File: config.mk
export PLATFORM = sky130hd
export DESIGN_NAME = doodle_game_ctrl
export DESIGN_NICKNAME = d
export VERILOG_FILES = /design/src/rtl/doodle_pkg.sv /design/src/rtl/doodle_game_ctrl_key_edge_det.sv /design/src/rtl/doodle_game_ctrl.sv
export SDC_FILE = /design/constraint.sdc
export NUM_CORES = 1
export LEC_CHECK = 0
export ABC_AREA = 0
export BUFFER_PORTS_ARGS = -buffer_cell sky130_fd_sc_hd__clkbuf_2
export CAP_MARGIN = 10
export CORE_UTILIZATION = 40
export DETAILED_ROUTE_END_ITERATION = 10
export MAX_ROUTING_LAYER = met4
export SYNTH_ARGS = -nofsm -noshare
export SYNTH_HDL_FRONTEND = slang
export SYNTH_HIERARCHICAL = 1
export SYNTH_SLANG_ARGS = --single-unit
File: constraint.sdc
create_clock -name frame_clk -period 2.7 [get_ports frame_clk]
set_clock_uncertainty 0.05 [all_clocks]
set_input_delay 0.27 -clock frame_clk [delete_from_list [all_inputs] [get_ports frame_clk]]
set_output_delay 0.27 -clock frame_clk [all_outputs]
set_load 0.005 [all_outputs]
File: src/rtl/doodle_pkg.sv
// rtl/doodle_pkg.sv - shared types and key constants for the doodle game controller
package doodle_pkg;

  // Top-level game flow
  typedef enum logic [1:0] {
    IDLE = 2'b00,
    PLAY = 2'b01,
    FALL = 2'b10,
    OVER = 2'b11
  } game_state_t;

  // Doodler pose as seen by the sprite logic
  typedef enum logic [1:0] {
    D_LEFT  = 2'b00,
    D_RIGHT = 2'b01,
    D_SHOOT = 2'b10
  } doodler_state_t;

  localparam logic [7:0] KEY_NONE      = 8'h00;
  localparam logic [7:0] KEY_START_DEF = 8'h2C;
  localparam logic [7:0] KEY_SHOOT_DEF = 8'h1A;
  localparam logic [7:0] KEY_LEFT_DEF  = 8'h04;
  localparam logic [7:0] KEY_RIGHT_DEF = 8'h07;

endpackage

File: src/rtl/doodle_game_ctrl_key_edge_det.sv
// rtl/doodle_game_ctrl_key_edge_det.sv - press edge detector for one key over both keycode inputs
module key_edge_det
  import doodle_pkg::*;
#(
  parameter logic [7:0] KEY = KEY_START_DEF
) (
  input  logic       frame_clk,
  input  logic       Reset,
  input  logic [7:0] keycode,
  input  logic [7:0] keycode_ext,
  output logic       key_edge
);

  logic pressed;
  logic last_q;
  logic armed_q;

  // Either keycode slot may carry the key
  assign pressed  = (keycode == KEY) || (keycode_ext == KEY);
  // A key held across reset must be released once before it can fire
  assign key_edge = pressed && !last_q && armed_q;

  // Key history and post-reset arm flag
  always_ff @(posedge frame_clk or posedge Reset) begin
    if (Reset) begin
      last_q  <= 1'b0;
      armed_q <= 1'b0;
    end else begin
      last_q <= pressed;
      if (keycode == KEY_NONE) armed_q <= 1'b1;
    end
  end

endmodule

File: src/rtl/doodle_game_ctrl.sv
// rtl/doodle_game_ctrl.sv - frame-rate game sequencer, pose control, hit gating and score
module doodle_game_ctrl
  import doodle_pkg::*;
#(
  parameter int         SHOOT_FRAMES = 8,
  parameter int         FALL_FRAMES  = 90,
  parameter logic [7:0] KEY_START    = KEY_START_DEF,
  parameter logic [7:0] KEY_SHOOT    = KEY_SHOOT_DEF,
  parameter logic [7:0] KEY_LEFT     = KEY_LEFT_DEF,
  parameter logic [7:0] KEY_RIGHT    = KEY_RIGHT_DEF
) (
  input  logic        Reset,
  input  logic        frame_clk,
  input  logic [7:0]  keycode,
  input  logic [7:0]  keycode_ext,
  input  logic        plat_hit,
  input  logic        spring_hit,
  input  logic [9:0]  ball_y_motion,
  input  logic        drop,
  input  logic [9:0]  distance,
  output logic        doodler_rst,
  output logic [1:0]  doodler_state,
  output logic        collision,
  output logic        gain,
  output logic [31:0] distance_sum,
  output logic [1:0]  game_state,
  output logic        game_over
);

  localparam int SW = $clog2(SHOOT_FRAMES + 1);
  localparam int FW = $clog2(FALL_FRAMES);
  localparam logic [SW-1:0] SHOOT_LOAD = SW'(SHOOT_FRAMES);
  localparam logic [FW-1:0] FALL_LOAD  = FW'(FALL_FRAMES - 1);

  game_state_t   state;
  logic [SW-1:0] shoot_cnt;
  logic [SW-1:0] shoot_next;
  logic [FW-1:0] fall_cnt;
  logic          facing_q;
  logic          facing_next;
  logic          start_edge;
  logic          shoot_edge;
  logic          left_p;
  logic          right_p;
  logic          falling;
  logic [32:0]   sum_wide;
  logic [31:0]   sum_sat;

  key_edge_det #(.KEY(KEY_START)) u_start (
    .frame_clk  (frame_clk),
    .Reset      (Reset),
    .keycode    (keycode),
    .keycode_ext(keycode_ext),
    .key_edge   (start_edge)
  );

  key_edge_det #(.KEY(KEY_SHOOT)) u_shoot (
    .frame_clk  (frame_clk),
    .Reset      (Reset),
    .keycode    (keycode),
    .keycode_ext(keycode_ext),
    .key_edge   (shoot_edge)
  );

  assign game_state = state;
  assign left_p     = (keycode == KEY_LEFT)  || (keycode_ext == KEY_LEFT);
  assign right_p    = (keycode == KEY_RIGHT) || (keycode_ext == KEY_RIGHT);
  // Only downward motion may bounce; zero velocity is not falling
  assign falling    = !ball_y_motion[9] && (ball_y_motion != 10'd0);
  // Score adds with saturation instead of wrapping
  assign sum_wide   = {1'b0, distance_sum} + {23'd0, distance};
  assign sum_sat    = sum_wide[32] ? 32'hFFFF_FFFF : sum_wide[31:0];

  // Next shoot count and facing; a new press retriggers the full shoot time
  always_comb begin
    shoot_next = shoot_cnt;
    if (shoot_edge) begin
      shoot_next = SHOOT_LOAD;
    end else if (shoot_cnt != '0) begin
      shoot_next = shoot_cnt - 1'b1;
    end
    facing_next = facing_q;
    if (left_p) begin
      facing_next = 1'b0;
    end else if (right_p) begin
      facing_next = 1'b1;
    end
  end

  // Game FSM with registered outputs, pose and score
  always_ff @(posedge frame_clk or posedge Reset) begin
    if (Reset) begin
      state         <= IDLE;
      doodler_rst   <= 1'b1;
      doodler_state <= D_RIGHT;
      collision     <= 1'b0;
      gain          <= 1'b0;
      distance_sum  <= 32'd0;
      game_over     <= 1'b0;
      shoot_cnt     <= '0;
      fall_cnt      <= '0;
      facing_q      <= 1'b1;
    end else begin
      collision <= 1'b0;
      gain      <= 1'b0;

      if (state == PLAY || state == FALL) begin
        shoot_cnt <= shoot_next;
        if (shoot_next != '0) begin
          doodler_state <= D_SHOOT;
        end else begin
          facing_q      <= facing_next;
          doodler_state <= facing_next ? D_RIGHT : D_LEFT;
        end
      end

      case (state)
        IDLE: begin
          doodler_rst <= 1'b1;
          if (start_edge) begin
            state        <= PLAY;
            distance_sum <= 32'd0;
            doodler_rst  <= 1'b0;
          end
        end
        PLAY: begin
          doodler_rst  <= 1'b0;
          distance_sum <= sum_sat;
          if (drop) begin
            state    <= FALL;
            fall_cnt <= FALL_LOAD;
          end else begin
            gain      <= spring_hit && falling;
            collision <= plat_hit && falling && !spring_hit;
          end
        end
        FALL: begin
          doodler_rst <= 1'b0;
          if (fall_cnt == '0) begin
            state       <= OVER;
            doodler_rst <= 1'b1;
            game_over   <= 1'b1;
          end else begin
            fall_cnt <= fall_cnt - 1'b1;
          end
        end
        default: begin
          doodler_rst <= 1'b1;
          game_over   <= 1'b1;
          if (start_edge) begin
            state        <= PLAY;
            distance_sum <= 32'd0;
            doodler_rst  <= 1'b0;
            game_over    <= 1'b0;
          end
        end
      endcase
    end
  end

endmodule

# Word level (Yosys, flattened, before mapping)

Cells that the tools add are included.
W data, S select, Z words.

Logic and storage cells: 89
Bits of input ports: 41
Output and inout port bits: 40
Flip-flop bits (word level): 55

Eq/ne operators: 13
Bitwise operators: 3
Reductions and logical operators: 32
Add/sub/neg operators: 3
Multiplexer cells: 25

Operator list:

| cell                  | number |
|---|---|
| $mux W32              | 2 |
| $pmux W32 S2          | 1 |
| $add A32 B10 Y33      | 1 |
| $eq A8 B3 Y1 const B  | 4 |
| $eq A8 B5 Y1 const B  | 2 |
| $eq A8 B6 Y1 const B  | 2 |
| $mux W7               | 2 |
| $pmux W7 S2           | 1 |
| $mux W1               | 10 |
| $reduce_bool A10 Y1   | 1 |
| $logic_and A1 B1 Y1   | 8 |
| $logic_not A8 Y1      | 1 |
| $mux W2               | 4 |
| $mux W4               | 2 |
| $reduce_bool A4 Y1    | 2 |
| $logic_not A7 Y1      | 1 |
| $sub A7 B1 Y7 const B | 1 |
| $reduce_and A2 Y1     | 3 |
| $reduce_and A3 Y1     | 2 |
| $logic_or A1 B1 Y1    | 5 |
| $logic_not A1 Y1      | 4 |
| $ne A2 B2 Y1 const B  | 2 |
| $pmux W1 S2           | 2 |
| $pmux W2 S2           | 1 |
| 9 further kinds       | 12 |

# Depth between registers and ports, before layout

Gate-level depths: netlist of run 1.

Depth in word-level cells: 8
Mapped depth: 10
Gate-level depth less buffers: 9

# By module

Netlist of run 1, hierarchy kept.

By module, submodules not included:

| module                 | area each (µm²) | instances | cells each | sequential area each (µm²) |
|---|---|---|---|---|
| doodle_game_ctrl       | 3430.8          | 1         | 407        | 1305.0 |
| key_edge_det (u_shoot) | 138.9           | 1         | 16         | 50.0 |
| key_edge_det (u_start) | 128.9           | 1         | 14         | 50.0 |

# Worst setup path after synthesis of run 1

Ideal clock, no wire load.

Kind: in2reg
Start: in keycode[0]
End: reg distance_sum[17]
Library setup time: 139 ps
Data arrival time: 2417 ps
Path buffers: 0
Required time: 2511 ps
Setup slack: 94 ps
Stages: 7
Cells stage by stage: or4_4 > or3_1 > a211oi_2 > o21ai_1 > or4_1 > a22oi_1 > a41oi_1

Longest elaborated chain between the ends: 6

RTL lines:

| what                              | RTL line                            | text |
|---|---|---|
| from (decl)                       | doodle_game_ctrl.sv:14              | `input logic [7:0] keycode,` |
| $eq A8 B6 Y1                      | doodle_game_ctrl_key_edge_det.sv:19 | `assign pressed = (keycode == KEY) \|\| (keycode_ext == KEY);` |
| $logic_or A1 B1 Y1                | doodle_game_ctrl_key_edge_det.sv:19 |  |
| $logic_and A1 B1 Y1 (2 in series) | doodle_game_ctrl_key_edge_det.sv:21 | `assign key_edge = pressed && !last_q && armed_q;` |
| net start_edge                    | doodle_game_ctrl.sv:41              | `logic start_edge;` |
| $reduce_bool A2 Y1 (no line)      | --                                  |  |
| $reduce_and A2 Y1 (no line)       | --                                  |  |
| to (signal assigned)              | doodle_game_ctrl.sv:128             | `distance_sum <= sum_sat;` |
| to (decl)                         | doodle_game_ctrl.sv:25              | `output logic [31:0] distance_sum,` |

The timed path passes the listed nets, and every way through them passes these cells.
A chain may end at the register's enable or synchronous reset.

# Worst setup path after layout of run 1

Start: reg distance_sum[0]
End: reg distance_sum[19]

Longest elaborated chain between the ends: 3

RTL lines:

| what             | RTL line                | text |
|---|---|---|
| $add A32 B10 Y33 | doodle_game_ctrl.sv:71  | `assign sum_wide = {1'b0, distance_sum} + {23'd0, distance};` |
| $mux W32         | doodle_game_ctrl.sv:72  | `assign sum_sat = sum_wide[32] ? 32'hFFFF_FFFF : sum_wide[31:0];` |
| $pmux W32 S2     | doodle_game_ctrl.sv:117 | `case (state)` |

No other way between the ends.

==> results.txt, run 1 <==
- Status: complete, no violations
* # nets final: 583
- Sorting the synthesized cells by area gives the leading types as dfrtp_1 (36%), nand2_1 (6.7%), ha_1 (5.8%).
- Endpoint of the worst hold-timing path: gain
* Layout Area Growth over Synthesis: 18.6%
- Reg2Reg Capture Point: distance_sum[19]
* Overall fraction of global-route tracks in use: 0.207
* Data arrival, critical path: 2.71 ns
- Counting flops with an async set or reset pin after synthesis yields a share of 1.00.
- In the routed layout, each cell is associated on average with a via count of 5.56.
* Critical register-to-register path startpoint: distance_sum[0]
- Max Clk Rate: 393 MHz
- Setup repair after global routing missed its margin: no
- Synthesized Nets: 496
- Global-route wire length before repair: 15900 um
- Number of top-level design ports: 81
- The worst-case IR drop observed on VDD is 0.463 mV.
- Critical-path cell list: ha_1 > fa_1 > a211oi_2 > o21bai_2 > a211oi_4 > nor3_2 > and3_1 > a21o_1 > a22o_1
* Cells on Worst Hold Path: 2
- Clock-pin slew was measured on the worst setup and hold paths at 0.11 ns.
- At the end of routability-driven placement, the weighted congestion stood at 0.808.
- After synthesis the netlist holds a flip-flop and latch count of 56.
* FF-to-FF path depth: 9
- Max-capacitance violation count: 0
* Final TNS setup: 0 ns
- Per-cell routed wire length: 14.7 um
- In the final layout, the share of cells above drive strength 1 is 0.230.
- Leak: 2.02 nW
* Critical Path Start: distance_sum[0]
- Final slew viol count: 0
* Root Buffer: clkbuf_8
- Post-CTS repair timing setup buffer count: 0
* Final antenna-violating net count: 0
* Final hold viol count: 0
- The first detailed-routing pass took 7 iterations.
- Placement-stage worst setup slack: 0.0765 ns
- Final count of negative-setup-slack endpoints: 0
* Ys Warns: 6
- Placement Cell Area: 4270 um^2
- Post-layout utilization of the core: 0.496
- Final setup margin: 0.155 ns
- EDFF count, synth: 0
- Die Area: 9640 um^2
- Wires add up to 9280 um.
- The repair_antennas step left the layout with diodes totalling 0.
- The worst setup path is captured at a register.
- Number of placement rows: 34
* Worst Path Required: 2.87 ns
* Slew at the pin closest to its max-slew limit: 0.712 ns
- The largest single stage delay on the critical path is 0.41 ns.
* Cell variety after synth: 70
* Number of antenna violations at the first check in global routing: 0
- Critical path launch point type: register
* Final Critical Period: 2.54 ns
- The clock reaches the later pin of the worst-skew pair after 0.31 ns.
- Total gr overflow: 0
- Largest net degree at the start of global routing: 32
* Type of the setup path with the least slack: reg2reg
* Count of mapped cells out of synthesis: 437
- Core ar.: 8850 um^2
- Largest area contributor in the synthesized netlist: dfrtp_1
- Fraction of the cycle the final worst path needs: 0.943
* Mapped Area: 3700 um^2
- Total power after layout: 3.87 mW
- Clock Sinks: 56
- Via count of the first global-routing pass: 3254
- Post-route cell area: 4390 um^2
* Max clock buf depth: 2
- Most common cell after layout, fill and taps aside: clkbuf_2
- The worst pin sits at a relative slew slack of 0.524.
- Average size of a mapped cell: 8.46 um^2
- Hold_sp: spring_hit
* Maximum fanout encountered on the critical timing path: 8
- Port buffering added 80 buffers.
* Class of the tightest hold or removal check: in2reg
- Count of fill cells added during filler insertion: 878
* Ys flop type: dfrtp_1
- Die extent in x: 98.2 um
* Cts bufs inserted: 5
- Power spread over the standard cell area amounts to 883 nW/um^2.
* Detailed placement HPWL: 6870 um
- Number of levels in the clock H-tree: 2
* Leading cell types in the layout, fill and taps excluded: clkbuf_2 (80), nand2_1 (66), dfrtp_1 (53)
* Flop2flop setup slack: 0.16 ns
* Die Y: 98.2 um
- TritonCTS built the clock tree.
* Drt first-iter violations: 138
* Portion of the post-synthesis area used by sequential elements: 0.380
- Among all stages on the critical path, the largest delay is contributed by fa_1.
- The initial utilization of the core area, before any placement, comes to 0.418.
- Share of the synthesized area in the top cell type: 0.359
- # DRC: 0
* Number of vias in the routed layout: 3521
## sequential cells by signal, indices dropped and copies added, names as in the netlist, 2 cells and up
| signal | count |
|---|---|
| shoot_cnt | 4 |
| fall_cnt | 7 |
| doodler_state | 2 |
| game_state | 2 |
| distance_sum | 32 |
## cell type report
type	instances	area, um^2	area share
flip-flops and latches	56	1410	0.320
well taps	108	135	0.0308
inverters	19	71.3	0.0163
repair buffers	94	508	0.116
clock buffers	7	86.3	0.0197
clock inverters	1	7.51	0.00171
multi-input cells	348	2170	0.495
## per-layer routing
| layer | vias to the layer above | GRT usage | wire length [um] |
|---|---|---|---|
| met5 | - | - | 0 |
| met4 | 0 | 0.0471 | 99 |
| met3 | 8 | 0.0272 | 406 |
| met2 | 102 | 0.322 | 4200 |
| met1 | 1639 | 0.288 | 4570 |
| li1 | 1772 | - | - |
## timing repair
item | 4_1_cts | 5_1_grt
hold endpoints to repair | 4 | 0
resized for setup | 0 | 2
setup endpoints to repair | 0 | 7
hold buffers | 1 | 0
## worst max-delay path, delay by kind of cell (launching register included)
family / cells / cell delay [ns]
flip-flops: 1 / 0.40
AO/OA/AOI/OAI: 5 / 1.03
AND/OR/NAND/NOR: 2 / 0.37
adder cells (fa/ha/maj): 2 / 0.62
## power breakdown
group	switching [mW]	internal, mW	leakage, nW	total (mW)
sequential	0.195	1.05	0.705	1.24
combinational	1.28	0.849	1.27	2.13
clock	0.286	0.210	0.0445	0.496
total	1.77	2.11	2.02	3.87
## cell families (layout without fill, tap and decap cells)
| group | Yosys count | count (layout) | share of synthesized area |
|---|---|---|---|
| and+or+nand+nor | 186 | 186 | 0.261 |
| AOI/OAI and AO/OA | 132 | 132 | 0.229 |
| DFF | 56 | 56 | 0.380 |
| buffers and inverters | 33 | 121 | 0.0375 |
| adders and majority gates | 18 | 18 | 0.0629 |
| xor gates and xnor gates | 8 | 8 | 0.0189 |
| muxes | 4 | 4 | 0.0112 |
## synth_stat cells (3+ instances only)
| cell | number |
|---|---|
| a22o_1 | 6 |
| buf_2 | 3 |
| nor2_1 | 30 |
| a21oi_1 | 26 |
| o31ai_1 | 6 |
| a21o_1 | 6 |
| o21ai_1 | 28 |
| a41oi_1 | 3 |
| or4_1 | 3 |
| mux2i_1 | 3 |
| inv_1 | 18 |
| nand3_1 | 17 |
| nand4_1 | 9 |
| nand4b_1 | 3 |
| a31oi_1 | 8 |
| ha_1 | 17 |
| o211ai_1 | 3 |
| and3_1 | 6 |
| dfrtp_1 | 53 |
| nor3_1 | 10 |
| xor2_1 | 3 |
| nor2b_1 | 4 |
| xnor2_1 | 5 |
| nand2_1 | 66 |
| o21ai_0 | 24 |
| dfstp_2 | 3 |
| nand2b_1 | 4 |
| and2_1 | 7 |
| clkbuf_1 | 9 |
## metrics by stage
stage,hold WS (ns),cells
final,0.133,633
after global routing,0.126,633
after global placement,0.0968,624
after CTS,0.121,633
after floorplan,-0.0388,437
after detailed placement,0.0949,624
## worst max-delay path by stage
stage | slack (ns) | end | cells past startpoint
floorplan | 0.09 | distance_sum[17] | 7
global route | 0.005 | distance_sum[19] | 9
global placement | 0.11 | distance_sum[17] | 8
detailed placement | 0.08 | distance_sum[17] | 8
CTS | 0.07 | distance_sum[13] | 10
finish | 0.16 | distance_sum[19] | 9
(Power assumes the default switching activity.)
==> inputs of run 2 (changes only) <==
- ABC_CLOCK_PERIOD_IN_PS: unset -> 3000
- clock period: 2.7 -> 3 ns (I/O delays scaled with it)
==> results.txt, run 2 (synthesized netlist as in run 1, its figures left out) <==
- Router iterations before antenna repair: 10 (+3)
- The run finished, with violations left.
- The checks that failed: DRC.
- The minimum clock period after layout came to 2.84 ns (+0.294 ns).
- The number of antenna violations at the first check in global routing is 0 (unchanged).
* Via count of the first global-routing pass: 3195 (-1.8%)
* Overall fraction of global-route tracks in use: 0.202 (-0.00478)
* Setup crit end kind: register
- The total setup violations reported at the end of the flow came to 0 (unchanged).
- The worst setup path is launched from a register.
- Ratio of total power to cell area: 813 nW/um^2 (-7.9%)
- Share of final-layout standard cells stronger than drive strength 1: 0.218 (-0.0127)
* Cts repair resizes: 0 (unchanged)
- The critical path in this run is classified as reg2reg.
- Die Area: 9640 um^2 (unchanged)
* Total inserted antenna cells: 0 (unchanged)
- The sum of routed wire length over all layers is 9340 um (+0.67%).
* Layout Area Growth over Synthesis: 17.4%
* Die Y: 98.2 um (unchanged)
- Number of port buffers: 80 (unchanged)
* Final setup margin: 0.161 ns (+0.00557 ns)
* Worst Path Required: 3.17 ns (+0.30 ns)
* Number of top-level design ports: 81 (unchanged)
* Clock Sinks: 56 (unchanged)
- The post-route DRC violation count was 5 (+5).
* Data arrival, critical path: 3.01 ns (+0.30 ns)
- The net total in the final layout was 577 (-1.0%).
- The initial cell density of the core was 0.418 (unchanged).
* Placement-stage worst setup slack: 0.152 ns (+0.0757 ns)
- Hold_sp: spring_hit
* Register with the highest flop count: distance_sum
- The die width came to 98.2 um (unchanged).
* Relative slew slack: 0.485 (-0.0397)
* Final hold viol count: 0 (unchanged)
- The maximum level of the CTS H-tree came to 2 (unchanged).
* Number of placement rows: 34 (unchanged)
- Critical register-to-register path startpoint: distance_sum[0]
* Fraction of the cycle the final worst path needs: 0.946 (+0.00389)
- Insertion delay to the later sink of the worst-skew pair: 0.32 ns (about the same)
- Final antenna-violating net count: 0 (unchanged)
* Most common cell after layout, fill and taps aside: clkbuf_2
* Max-capacitance violation count: 0 (unchanged)
- The highest achievable clock rate is 352 MHz (-10%).
- The final-report max-slew violation count was 0 (unchanged).
- Largest net degree at the start of global routing: 38 (+19%)
- The number of vias after detailed routing is 3541 (+0.57%).
- Root Buffer: clkbuf_8
- Clock-pin slew reported for the worst setup and hold paths after clock tree synthesis: 0.11 ns (about the same)
- Leak: 2.00 nW (-1.2%)
* Final TNS setup: 0 ns (unchanged)
- Leading cell types in the layout, fill and taps excluded: clkbuf_2 (80), nand2_1 (66), dfrtp_1 (53)
- The actual transition at the worst max-transition pin came to 0.771 ns (+0.0587 ns).
- The peak fanout along the critical path came to 11 (+3).
* Number of vias per cell: 5.65 (+1.5%)
- TritonCTS built the clock tree.
- Tracing the worst setup path back leads to its startpoint at distance_sum[0].
* Final weighted congestion in routability-driven placement: 0.848 (+4.9%)
- The path class of the tightest hold or removal check is in2reg.
- Drt first-iter violations: 150 (+8.7%)
- Setup repair after global routing missed its margin: no
* Cts bufs inserted: 5 (unchanged)
- The global route total overflow came to 0 (unchanged).
- Core ar.: 8850 um^2 (unchanged)
* Top flop regs: distance_sum x32, fall_cnt x7, shoot_cnt x4
* Max clock buf depth: 2 (unchanged)
* Flip-flop count of the largest register, all copies and words added: 32 (unchanged)
- The wire length of the first global-routing pass is 15600 um (-2.0%).
- Detailed placement HPWL: 6790 um (-1.1%)
- The worst vdd rail ir drop is 0.399 mV (-14%).
* Per-cell routed wire length: 14.9 um (+1.6%)
==> run 2: changes by cell type in the layout (fill, tap and decap cells not counted) <==
cell        change
bufinv_16       +1
clkbuf_8        -1
nand3_2         +1
nand3_4         -1
clkbuf_1        +1
a2111oi_2       -1
clkinvlp_4      -1
buf_4           -6
a2111oi_1       +1
==> run 2: timing repair <==
action                                 in CTS  in global routing
endpoints found under the hold margin      17                  0
setup buffers                               0                  2
hold buffers                                1                  0
setup endpoints to repair                   0                  2
==> run 2: path summary, 6_finish.rpt <==
check                                   end  slack, ns  cells past startpoint
setup / recovery           distance_sum[19]       0.16                      9
hold / removal                         gain       0.17                      2
min in group asynchronous    u_shoot/last_q       0.37                      3
max in group asynchronous       doodler_rst       1.58                      4
hold reg to reg                    facing_q       0.41                      2
setup reg to reg           distance_sum[19]       0.16                      9
==> run 2: power breakdown <==
| group | total, mW | internal (mW) | switching (mW) |
|---|---|---|---|
| registers | 1.12 | 0.945 | 0.177 |
| clock network | 0.500 | 0.251 | 0.249 |
| logic | 1.91 | 0.755 | 1.15 |
| total | 3.53 | 1.95 | 1.58 |
==> run 2: cell type report <==
class                           instances  area [um^2]
Clock inverter                          1         30.0
Sequential cell                        56         1410
Clock buffer                            7         76.3
Tap cell                              108          135
Fill cell                             894         4510
Timing Repair Buffer                   88          463
Inverter                               19         71.3
Multi-Input combinational cell        348         2160
==> run 2: critical path, cell delays in order (launching register included) <==
cell	delay, ns
dfrtp_1	0.41
ha_1	0.21
fa_1	0.44
a211oi_2	0.29
o21bai_2	0.14
a211oi_4	0.33
nor3_2	0.19
and3_1	0.32
a21o_1	0.19
a22o_1	0.17
==> run 2: metal layers <==
layer	global-route usage	up-vias	wire, um
li1	-	1762	-
met1	0.282	1693	4580
met2	0.311	80	4310
met3	0.0236	6	354
met4	0.0563	0	97
met5	-	-	0
==> run 2: through the flow <==
stage | util | hold slack, ns | instances | instance area (um^2) | power (mW)
3_5_place_dp | 0.476 | 0.128 | 616 | 4210 | 3.01
6_report | 0.491 | 0.167 | 627 | 4340 | 3.53
5_1_grt | 0.491 | 0.161 | 627 | 4340 | 3.85
4_1_cts | 0.489 | 0.161 | 625 | 4330 | 3.53
2_1_floorplan | - | -0.00882 | 437 | 3700 | 2.48
3_3_place_gp | 0.476 | 0.127 | 616 | 4210 | 2.99
